<file path="src/rtl/lookup2_pkg.sv">
// lookup2_pkg: shared constants, FSM state type and round shift amounts for
// the streaming lookup2 hash engine.
// Contents: GOLDEN seed, BLOCK_BYTES, round shift constants, state_t.
package lookup2_pkg;

   localparam logic [31:0] GOLDEN      = 32'h9e37_79b9;
   localparam int          BLOCK_BYTES = 12;

   // Shift amounts (s1, s2, s3) for mix rounds 1..3
   localparam logic [4:0] R1_S1 = 5'd13;
   localparam logic [4:0] R1_S2 = 5'd8;
   localparam logic [4:0] R1_S3 = 5'd13;
   localparam logic [4:0] R2_S1 = 5'd12;
   localparam logic [4:0] R2_S2 = 5'd16;
   localparam logic [4:0] R2_S3 = 5'd5;
   localparam logic [4:0] R3_S1 = 5'd3;
   localparam logic [4:0] R3_S2 = 5'd10;
   localparam logic [4:0] R3_S3 = 5'd15;

   typedef enum logic [2:0] {
      S_ACC = 3'd0,
      S_R2  = 3'd1,
      S_R3  = 3'd2,
      S_PAD = 3'd3,
      S_OUT = 3'd4
   } state_t;

endpackage

</file>
<file path="src/rtl/lookup2_round.sv">
// lookup2_round: one of the three lookup2 mix rounds, selected by round_idx.
// Latency: combinational. Backpressure: none (pure function).
// Ports: a/b/c current state, round_idx (0..2 = round 1..3), a_new/b_new/c_new.
module lookup2_round
   import lookup2_pkg::*;
(
   input  logic [31:0] a,
   input  logic [31:0] b,
   input  logic [31:0] c,
   input  logic [1:0]  round_idx,
   output logic [31:0] a_new,
   output logic [31:0] b_new,
   output logic [31:0] c_new
);

   logic [4:0] s1;
   logic [4:0] s2;
   logic [4:0] s3;

   always_comb begin
      s1 = R3_S1;
      s2 = R3_S2;
      s3 = R3_S3;
      case (round_idx)
         2'd0: begin s1 = R1_S1; s2 = R1_S2; s3 = R1_S3; end
         2'd1: begin s1 = R2_S1; s2 = R2_S2; s3 = R2_S3; end
         default: ;
      endcase
   end

   // Each step consumes the value produced by the step before it.
   assign a_new = (a - b - c) ^ (c >> s1);
   assign b_new = (b - c - a_new) ^ (a_new << s2);
   assign c_new = (c - a_new - b_new) ^ (b_new >> s3);

endmodule

</file>
<file path="src/rtl/lookup2_stream.sv">
// lookup2_stream: streaming Bob Jenkins lookup2 hash over 12-byte beats.
// Latency: 3 cycles per beat; last beat to result 3 (tail<12), 6 (tail==12), 1 (length error).
// Backpressure: in_ready only in S_ACC; result held in S_OUT until out_ready.
// Ports: CLK, RST_N (sync active-low); in_valid/in_ready/in_data/in_last/in_len;
//        out_valid/out_ready/out_hash/out_err.
// Build option: LOOKUP2_BSWAP_EN maps k[0] to in_data[95:88] (string-literal order).
module lookup2_stream
   import lookup2_pkg::*;
#(
   parameter logic [31:0] INITVAL = 32'h0000_0000,
   parameter int          LEN_W   = 16
) (
   input  logic             CLK,
   input  logic             RST_N,
   input  logic             in_valid,
   output logic             in_ready,
   input  logic [95:0]      in_data,
   input  logic             in_last,
   input  logic [LEN_W-1:0] in_len,
   output logic             out_valid,
   input  logic             out_ready,
   output logic [31:0]      out_hash,
   output logic             out_err
);

   localparam logic [LEN_W:0] BLK_N = (LEN_W+1)'(BLOCK_BYTES);

   state_t           state;
   logic [31:0]      a_q, b_q, c_q;
   logic [31:0]      hash_q;
   logic             err_q;
   logic             first_q;
   logic             pad_pend;   // tail was a full block: one more pad+mix pass
   logic             out_pend;   // the mix in flight is the final one
   logic [LEN_W:0]   count;
   logic [LEN_W-1:0] len_q;

   logic [LEN_W:0]   len_ext;
   logic [LEN_W:0]   tail;
   logic             len_err;
   logic             short_tail;
   logic [7:0]       kb [BLOCK_BYTES];
   logic [31:0]      wa, wb, wc;
   logic [31:0]      base_a, base_b, base_c;
   logic [31:0]      ra_in, rb_in, rc_in;
   logic [31:0]      ra, rb, rc;
   logic [1:0]       ridx;

   assign in_ready  = (state == S_ACC);
   assign out_valid = (state == S_OUT);
   assign out_hash  = hash_q;
   assign out_err   = err_q;

   // tail goes "negative" (wraps) when in_len < count; caught by the compare.
   assign len_ext    = {1'b0, in_len};
   assign tail       = len_ext - count;
   assign len_err    = (len_ext < count) || (tail > BLK_N);
   assign short_tail = in_last && (tail < BLK_N);

   always_comb begin
      for (int i = 0; i < BLOCK_BYTES; i++) begin
`ifdef LOOKUP2_BSWAP_EN
         kb[i] = in_data[95-8*i -: 8];
`else
         kb[i] = in_data[8*i +: 8];
`endif
         if (short_tail && (tail <= (LEN_W+1)'(i)))
            kb[i] = 8'h00;
      end
   end

   assign wa = {kb[3], kb[2], kb[1], kb[0]};
   assign wb = {kb[7], kb[6], kb[5], kb[4]};
   // A partial final block leaves the low byte of c for the key length.
   assign wc = short_tail ? ({kb[10], kb[9], kb[8], 8'h00} + 32'(in_len))
                          : {kb[11], kb[10], kb[9], kb[8]};

   assign base_a = first_q ? GOLDEN  : a_q;
   assign base_b = first_q ? GOLDEN  : b_q;
   assign base_c = first_q ? INITVAL : c_q;

   always_comb begin
      ra_in = a_q;
      rb_in = b_q;
      rc_in = c_q;
      ridx  = 2'd0;
      case (state)
         S_ACC: begin
            ra_in = base_a + wa;
            rb_in = base_b + wb;
            rc_in = base_c + wc;
         end
         S_R2:  ridx = 2'd1;
         S_R3:  ridx = 2'd2;
         S_PAD: rc_in = c_q + 32'(len_q);
         default: ;
      endcase
   end

   lookup2_round u_round (
      .a         (ra_in),
      .b         (rb_in),
      .c         (rc_in),
      .round_idx (ridx),
      .a_new     (ra),
      .b_new     (rb),
      .c_new     (rc)
   );

   always_ff @(posedge CLK) begin
      if (!RST_N) begin
         state    <= S_ACC;
         a_q      <= '0;
         b_q      <= '0;
         c_q      <= '0;
         hash_q   <= '0;
         err_q    <= 1'b0;
         first_q  <= 1'b1;
         pad_pend <= 1'b0;
         out_pend <= 1'b0;
         count    <= '0;
         len_q    <= '0;
      end else begin
         case (state)
            S_ACC: begin
               if (in_valid) begin
                  first_q <= 1'b0;
                  if (!in_last) begin
                     a_q   <= ra;
                     b_q   <= rb;
                     c_q   <= rc;
                     count <= count + BLK_N;
                     state <= S_R2;
                  end else if (len_err) begin
                     hash_q <= '0;
                     err_q  <= 1'b1;
                     state  <= S_OUT;
                  end else begin
                     a_q      <= ra;
                     b_q      <= rb;
                     c_q      <= rc;
                     len_q    <= in_len;
                     pad_pend <= !short_tail;
                     out_pend <= short_tail;
                     state    <= S_R2;
                  end
               end
            end
            S_R2: begin
               a_q   <= ra;
               b_q   <= rb;
               c_q   <= rc;
               state <= S_R3;
            end
            S_R3: begin
               a_q <= ra;
               b_q <= rb;
               c_q <= rc;
               if (pad_pend) begin
                  state <= S_PAD;
               end else if (out_pend) begin
                  hash_q <= rc;
                  err_q  <= 1'b0;
                  state  <= S_OUT;
               end else begin
                  state <= S_ACC;
               end
            end
            S_PAD: begin
               a_q      <= ra;
               b_q      <= rb;
               c_q      <= rc;
               pad_pend <= 1'b0;
               out_pend <= 1'b1;
               state    <= S_R2;
            end
            S_OUT: begin
               if (out_ready) begin
                  first_q  <= 1'b1;
                  count    <= '0;
                  out_pend <= 1'b0;
                  state    <= S_ACC;
               end
            end
            default: state <= S_ACC;
         endcase
      end
   end

endmodule

</file>
<file path="config.mk">
export PLATFORM = sky130hd
export DESIGN_NAME = lookup2_stream
export DESIGN_NICKNAME = d
export VERILOG_FILES = /design/src/rtl/lookup2_pkg.sv /design/src/rtl/lookup2_round.sv /design/src/rtl/lookup2_stream.sv
export SDC_FILE = /design/constraint.sdc
export NUM_CORES = 1
export LEC_CHECK = 0
export ABC_AREA = 1
export CAP_MARGIN = 15
export CORE_ASPECT_RATIO = 1.2
export CORE_UTILIZATION = 37
export CTS_BUF_LIST = sky130_fd_sc_hd__clkbuf_8
export DETAILED_ROUTE_END_ITERATION = 8
export GPL_TIMING_DRIVEN = 0
export PLACE_DENSITY_LB_ADDON = 0.2
export SETUP_SLACK_MARGIN = 0.15
export SLEW_MARGIN = 15
export SYNTH_ARGS = -nofsm -noshare
export SYNTH_HDL_FRONTEND = slang
export SYNTH_SLANG_ARGS = --single-unit
</file>
<file path="constraint.sdc">
create_clock -name CLK -period 11.19 [get_ports CLK]
set_input_delay 1.119 -clock CLK [delete_from_list [all_inputs] [get_ports CLK]]
set_output_delay 1.119 -clock CLK [all_outputs]
set_load 0.005 [all_outputs]
</file>
======== Word-level counts from Yosys, hierarchy flattened ========
Index checks and enable logic that the tools add are counted.
storage, ports and cells
  register bits ........................... 168
  output and inout port bits .............. 35
  logic and storage cells ................. 161
cells by class
  $add $sub $neg .......................... 13
  magnitude comparators ................... 15
  equal/unequal tests ..................... 14
  shift-type cells ........................ 3
  muxes and demuxes ....................... 70
  bitwise logic cells ..................... 4
  reduce and logical (&&, ||, !) cells .... 31
operator list
  kind                                                                              number
  32-bit 2-to-1 mux                                                                 20
  32-bit one-hot mux with 2 select lines                                            5
  32-bit subtractor                                                                 6
  32-bit adder                                                                      3
  8-bit 2-to-1 mux                                                                  12
  32-bit XOR                                                                        3
  17-bit by 3-bit <= comparator with 1-bit output, second input constant            4
  17-bit by 4-bit <= comparator with 1-bit output, second input constant            4
  32-bit by 16-bit adder with 32-bit output                                         2
  32-bit by 4-bit right shift with 32-bit output                                    2
  17-bit 2-to-1 mux                                                                 3
  17-bit by 1-bit <= comparator with 1-bit output, second input constant            2
  17-bit by 2-bit <= comparator with 1-bit output, second input constant            2
  17-bit one-hot mux with 2 select lines                                            1
  32-bit by 5-bit << shifter with 32-bit output                                     1
  3-bit 2-to-1 mux                                                                  6
  17-bit by 4-bit adder with 17-bit output, second input constant                   1
  17-bit by 4-bit greater-than comparator with 1-bit output, second input constant  1
  16-bit by 17-bit less-than comparator with 1-bit output                           1
  17-bit by 4-bit less-than comparator with 1-bit output, second input constant     1
  16-bit by 17-bit subtractor with 17-bit output                                    1
  4-bit one-hot mux with 2 select lines                                             2
  3-bit one-hot mux with 5 select lines                                             1
  1-bit 2-to-1 mux                                                                  14
  other kinds (25)                                                                  52

======== Logic depth before layout (Yosys ltp) ========
  depth in word-level cells ............... 19
  gate-level depth with buffers ........... 94
  gate-level depth less buffers ........... 94

======== Hierarchy ========
From an unflattened synthesis, not the netlist that was laid out.
unflattened totals
  cell total of the unflattened synthesis .. 4466
  area total of the unflattened synthesis .. 26955.9 sq um
modules (own cells, without submodules)
  module          instances  cells an instance  area each (sq um)
  lookup2_stream  1          2565               15785.1
  lookup2_round   1          1901               11170.7

======== Worst setup path before layout ========
Ideal clock, no wire load.
  path kind ............................... input-to-reg
  from .................................... input port in_len[2]
  to ...................................... register hash_q[30] (netlist: out_hash[30])
  setup time .............................. 0.070 ns
  data arrival time ....................... 11.540 ns
  setup slack ............................. -0.420 ns
  stages .................................. 76
  cells stage by stage .................... ha_1 > nor2_2 > inv_2 > nand2_1 > nand3_1 > nand2_1 > nand2_1 > nand2_1 > nand2_1 > inv_2 > nand2_4 > nor2_8 > nand2_4 > nor4_4 > inv_1 > nor2_1 > nor2_1 > ha_1 > (+40 left out) > xor2_1 > nand3_1 > nand2_1 > fa_1 > ha_1 > nand2_1 > o21ai_0 > a21oi_1 > o31ai_1 > nand3_1 > nand2_1 > nand3_1 > nand2_1 > inv_1 > o41ai_1 > xor2_1 > nand2_1 > a21oi_1
between the ends
  longest elaborated chain between the ends .. 18
  elaborated cells between the ends (all ways) .. 67
  those cells by class .................... 11 x add/sub; 15 x order compare; 1 x eq/ne; 3 x shift; 19 x mux; 3 x bitwise; 15 x reduce/logical
ends and longest elaborated chain
  what                                                                                        RTL line               RTL
  from (decl)                                                                                 lookup2_stream.sv:19   input logic [LEN_W-1:0] in_len,
  16-bit by 17-bit subtractor with 17-bit output                                              lookup2_stream.sv:56   assign tail = len_ext - count;
  17-bit by 4-bit less-than comparator with 1-bit output                                      lookup2_stream.sv:58   assign short_tail = in_last && (tail < BLK_N);
  1-bit logical AND                                                                           lookup2_stream.sv:58
  1-bit logical AND                                                                           lookup2_stream.sv:67   if (short_tail && (tail <= (LEN_W+1)'(i)))
  8-bit 2-to-1 mux                                                                            lookup2_stream.sv:67
  32-bit by 16-bit adder with 32-bit output                                                   lookup2_stream.sv:75   assign wc = short_tail ? ({kb[10], kb[9], kb[8], 8'h00} + 32'(in_len))
  32-bit 2-to-1 mux                                                                           lookup2_stream.sv:75
  32-bit adder                                                                                lookup2_stream.sv:91   rc_in = base_c + wc;
  (+3 left out)                                                                               n/a
  named net ra[13]                                                                            lookup2_stream.sv:46   logic [31:0] ra, rb, rc;
  32-bit subtractor / 32-bit by 5-bit << shifter with 32-bit output (equally long branches)   lookup2_round.sv:33    assign b_new = (b - c - a_new) ^ (a_new << s2);
  32-bit XOR                                                                                  lookup2_round.sv:33
  32-bit subtractor / 32-bit by 4-bit right shift with 32-bit output (equally long branches)  lookup2_round.sv:34    assign c_new = (c - a_new - b_new) ^ (b_new >> s3);
  32-bit XOR *                                                                                lookup2_round.sv:34
  32-bit 2-to-1 mux *                                                                         lookup2_stream.sv:161  end else if (out_pend) begin
  32-bit 2-to-1 mux *                                                                         lookup2_stream.sv:159  if (pad_pend) begin
  32-bit one-hot mux with 2 select lines *                                                    lookup2_stream.sv:124  case (state)
  to (signal assigned)                                                                        lookup2_stream.sv:162  hash_q <= rc;
  to (decl)                                                                                   lookup2_stream.sv:30   logic [31:0] hash_q;
Mark *: on every way through the listed nets, which the timed path passes. The rest lies on a longest branch. The select of a mux whose other input is x is not followed.
A chain may end at the register's enable or synchronous reset.

======== Final worst setup path ========
  from .................................... input port in_len[2]
  to ...................................... register hash_q[31] (netlist: out_hash[31])
between the ends
  longest elaborated chain between the ends .. 18
  elaborated cells between the ends (all ways) .. 67
  those cells by class .................... 11 x add/sub; 15 x order compare; 1 x eq/ne; 3 x shift; 19 x mux; 3 x bitwise; 15 x reduce/logical
ends and longest elaborated chain
  what                                                                                        RTL line               RTL
  16-bit by 17-bit subtractor with 17-bit output                                              lookup2_stream.sv:56
  17-bit by 4-bit less-than comparator with 1-bit output                                      lookup2_stream.sv:58
  1-bit logical AND                                                                           lookup2_stream.sv:58
  1-bit logical AND                                                                           lookup2_stream.sv:67
  8-bit 2-to-1 mux                                                                            lookup2_stream.sv:67
  32-bit by 16-bit adder with 32-bit output                                                   lookup2_stream.sv:75
  32-bit 2-to-1 mux                                                                           lookup2_stream.sv:75
  32-bit adder                                                                                lookup2_stream.sv:91
  (+2 left out)                                                                               n/a
  32-bit XOR                                                                                  lookup2_round.sv:32    assign a_new = (a - b - c) ^ (c >> s1);
  32-bit subtractor / 32-bit by 5-bit << shifter with 32-bit output (equally long branches)   lookup2_round.sv:33
  32-bit XOR                                                                                  lookup2_round.sv:33
  32-bit subtractor / 32-bit by 4-bit right shift with 32-bit output (equally long branches)  lookup2_round.sv:34
  32-bit XOR                                                                                  lookup2_round.sv:34
  32-bit 2-to-1 mux                                                                           lookup2_stream.sv:161
  32-bit 2-to-1 mux                                                                           lookup2_stream.sv:159
  32-bit one-hot mux with 2 select lines                                                      lookup2_stream.sv:124
Several ways; a longest one is shown, not always the timed one. The select of a mux whose other input is x is not followed.

==> metrics.md <==
| Metric | Value |
|---|---|
| Number of placed I/O pins | `152` |
| Length of the first detailed-routing pass in iterations | `6` |
| Maximum number of buffers from clock root to sink | `2` |
| Synthesized-area fraction occupied by adder cells | `18.4%` |
| Worst Hold Class | `reg -> reg` |
| Synth area leaders | `nand2_1 (15%), dfxtp_1 (13%), ha_1 (12%)` |
| CP arrival | `12.24 ns` |
| Worst setup SP type | `input pin` |
| Fraction of registers with async set/reset | `0%` |
| Number of enable-type register cells in the synthesized netlist | `0` |
| Multiplexer fraction of the synthesized cell area | `0%` |
| Failing checks | `negative setup slack` |
| Setup Slack @ Placement | `-3.48 ns` |
| Number of levels the H-tree was split into | `4` |
| Mapped Area | `25500 um2` |
| Simple-gate share of the synthesized area | `30.8%` |
| Maximum net fanout on the critical path | `7` |
| Post-Syn Instances | `around 4200` |
| Clock latency at the later pin of the worst-skew pair | `between 0.6 and 0.7 ns` |
| Total of flip-flops plus latches after synthesis | `166` |
| Die area | `approximately 70000 um2` |
| Clock root buffer | `clkbuf_8` |
| Most instantiated flip-flop cell in the synthesis netlist | `dfxtp_1` |
| Number of placed instances with taps included | `5288` |
| Outcome | `finished with violations` |
| Maximum capacitance violations | `0` |
| Clk sink count | `about 170` |
| Wire length of the first global-routing pass | `roughly 180 mm` |
| Endpoint class of the critical path | `flip-flop` |
| Final nets | `slightly above 5000` |
| Routability cong. | `1.05` |
| Non-filler cells, final | `between 5000 and 6000` |
| Transition time at the pin with the least slew margin | `1.29 ns` |
| Sequential-to-total area share from yosys stat | `about an eighth` |
| Slew HR | `between 10 and 15%` |
| Slowest stage cell on the critical path | `fa_1` |
| Routed vias | `between 30000 and 40000` |
| Number of slew-limit violations in the final report | `0` |
| Port Buf Inserts | `151` |
| Area of placed instances | `approximately 29000 um2` |
| Core Footprint | `approximately 68000 um2` |
| Final min period | `~12 ns` |
| Cell repeated most along the worst path | `nand2_1` |
| Average vias per placed instance | `5.42` |
| Number of global-route vias before repair | `a little under 30000` |
| Synth warn | `0` |
| Total wirelength of the detailed-routed design | `about 120 mm` |
| Final worst slack | `-0.510 ns` |
| Slowest Stage Delay on Critical Path | `approximately 0.58 ns` |
| Unrepaired setup endpoints after global routing | `yes` |
| Register-to-register path setup slack | `-0.40 ns` |
| Post-synthesis cell type count | `64` |
| Antenna violations before repair | `7` |
| Starting utilization of the core area | `around 37%` |
| Achievable frequency | `between 80 and 90 MHz` |
| Synthesized-area fraction occupied by xor and xnor cells | `around 6.5%` |
| Post-synth net total | `4668` |
| Final setup fails | `25` |
| Design area | `36000 um2` |
| Most used standard cell by instance count after synthesis | `nand2_1` |
| Iteration-0 DRC Markers | `2402` |
| Detailed placer's ending HPWL | `about 96 mm` |
| Post-route fraction of the period consumed by the critical path | `105%` |
| Data required time of the worst path | `roughly 12 ns` |
| Die X-Extent | `242 um` |
| Standard-cell rows | `approximately 110` |
| CTS clk-pin slew, worst paths | `0.10 ns` |
| Number of antenna-violating nets in the routed design | `0` |
| Mean Syn Cell Area | `~6.0 um2` |
| Total DRC errors in the routed layout | `0` |
| Classification of the worst setup path | `in -> reg` |
| Dominant cell type by area after synthesis | `nand2_1` |
| Remaining Overflow, GRT | `0` |
| Area fraction of the dominant cell type after synthesis | `14.9%` |
| Dominant combinational cell family by area after synthesis | `simple AND/OR/NAND/NOR gates` |
| Post-route setup TNS | `-7.03 ns` |
| Die outline height | `about 290 um` |
| Fraction of final layout cells sized beyond drive strength 1 | `about a quarter` |
| Max Clock Skew | `about 0.028 ns` |
| Pin count of the biggest net entering global routing | `17` |
| Synth Area in Compound Gates | `between 10% and 20%` |
| Final Hold Viols | `0` |
| TritonCTS buffer count | `17` |
| Clock tree from TritonCTS | `built` |
| Total routing resource utilization after global routing | `between 30% and 40%` |
| Area added between synthesis and finish | `41.4%` |
| Routed WL per cell | `between 20 and 25 um` |
| Top cells by instance count after synthesis | `nand2_1 (1011), inv_1 (731), a21oi_1 (408)` |
==> path summary, 6_finish.rpt <==
path	start	end	depth (start not counted)
min	len_q[4]	len_q[4]	2
min reg2reg	len_q[4]	len_q[4]	2
max	in_len[2]	out_hash[31]	81
max reg2reg	count[3]	out_hash[31]	83
==> registers in the layout, summed over array words and instances, names as in the netlist <==
register	count
b_q	32
first_q	1
count	15
a_q	32
out_pend	1
out_hash	32
pad_pend	1
state	3
out_err	1
c_q	32
len_q	16
==> worst max-delay path, delay by kind of cell <==
family / cells / cell delay [ns]
AOI/OAI and AO/OA: 13 / 2.13
adders and majority gates: 9 / 2.88
xor gates and xnor gates: 4 / 0.79
buffers and inverters: 19 / 1.82
and+or+nand+nor: 36 / 3.49
==> repair_timing <==
item | in CTS | in global routing
buffers inserted | 194 | 133
pin swaps | 221 | 216
setup endpoints to repair | 82 | 52
gates resized for setup | 674 | 419
hold buffers | 0 | 0
cloned | 0 | 0
==> metrics by stage <==
step	hold slack (ns)	util, %
5_1_grt	0.484	52.8
3_3_place_gp	0.447	41.8
6_report	0.474	52.8
3_5_place_dp	0.459	41.8
2_1_floorplan	0.427	-
4_1_cts	0.474	48.5
==> layout make-up <==
cell class | instances | area [um2]
diodes | 5 | 12.5
plain buffers | 116 | 475
clock buffers | 21 | 289
clock inverters | 11 | 104
fillers | 6743 | 32300
inverters | 747 | 2840
multi-input cells | 3197 | 23600
flip-flops and latches | 166 | 3320
well taps | 909 | 1140
repair buffers | 481 | 4210
==> metal layers <==
metal	track usage, %	routed length [um]	up-vias
met4	20.0	8590	0
met1	38.3	47000	14400
met2	59.6	58900	1239
met5	0	0	-
li1	-	-	14600
met3	5.13	8120	378
==> layout by cell type, fill, tap and decap left out, types with 21 or more instances in the layout <==
master           instances
nand2_1                824
nand3_1                243
nand3_2                 58
nor2_2                  30
o211ai_1                26
xor2_2                  41
buf_6                   36
a21oi_2                 73
o21ai_0                184
dfxtp_1                166
nand4_1                 41
ha_1                   147
buf_4                  299
xnor2_1                 27
inv_1                  668
ha_4                    87
xor2_1                  85
clkbuf_1                78
a21oi_1                315
clkbuf_8                21
nand2_2                150
nor3_1                  37
nor2_1                 252
o21ai_2                 51
fa_1                    76
or2_2                   47
nand2_4                 64
clkdlybuf4s50_1        137
o21ai_1                 44
inv_2                   62
==> cell families after synthesis <==
kind of cell	count (synthesis)
xor gates and xnor gates	188
adders and majority gates	325
other	2
DFF	166
AOI/OAI and AO/OA	855
buffers and inverters	863
and+or+nand+nor	1827
Power is not shown: default switching activity piles up to over one toggle a cycle in this logic, so the estimate is an artifact.
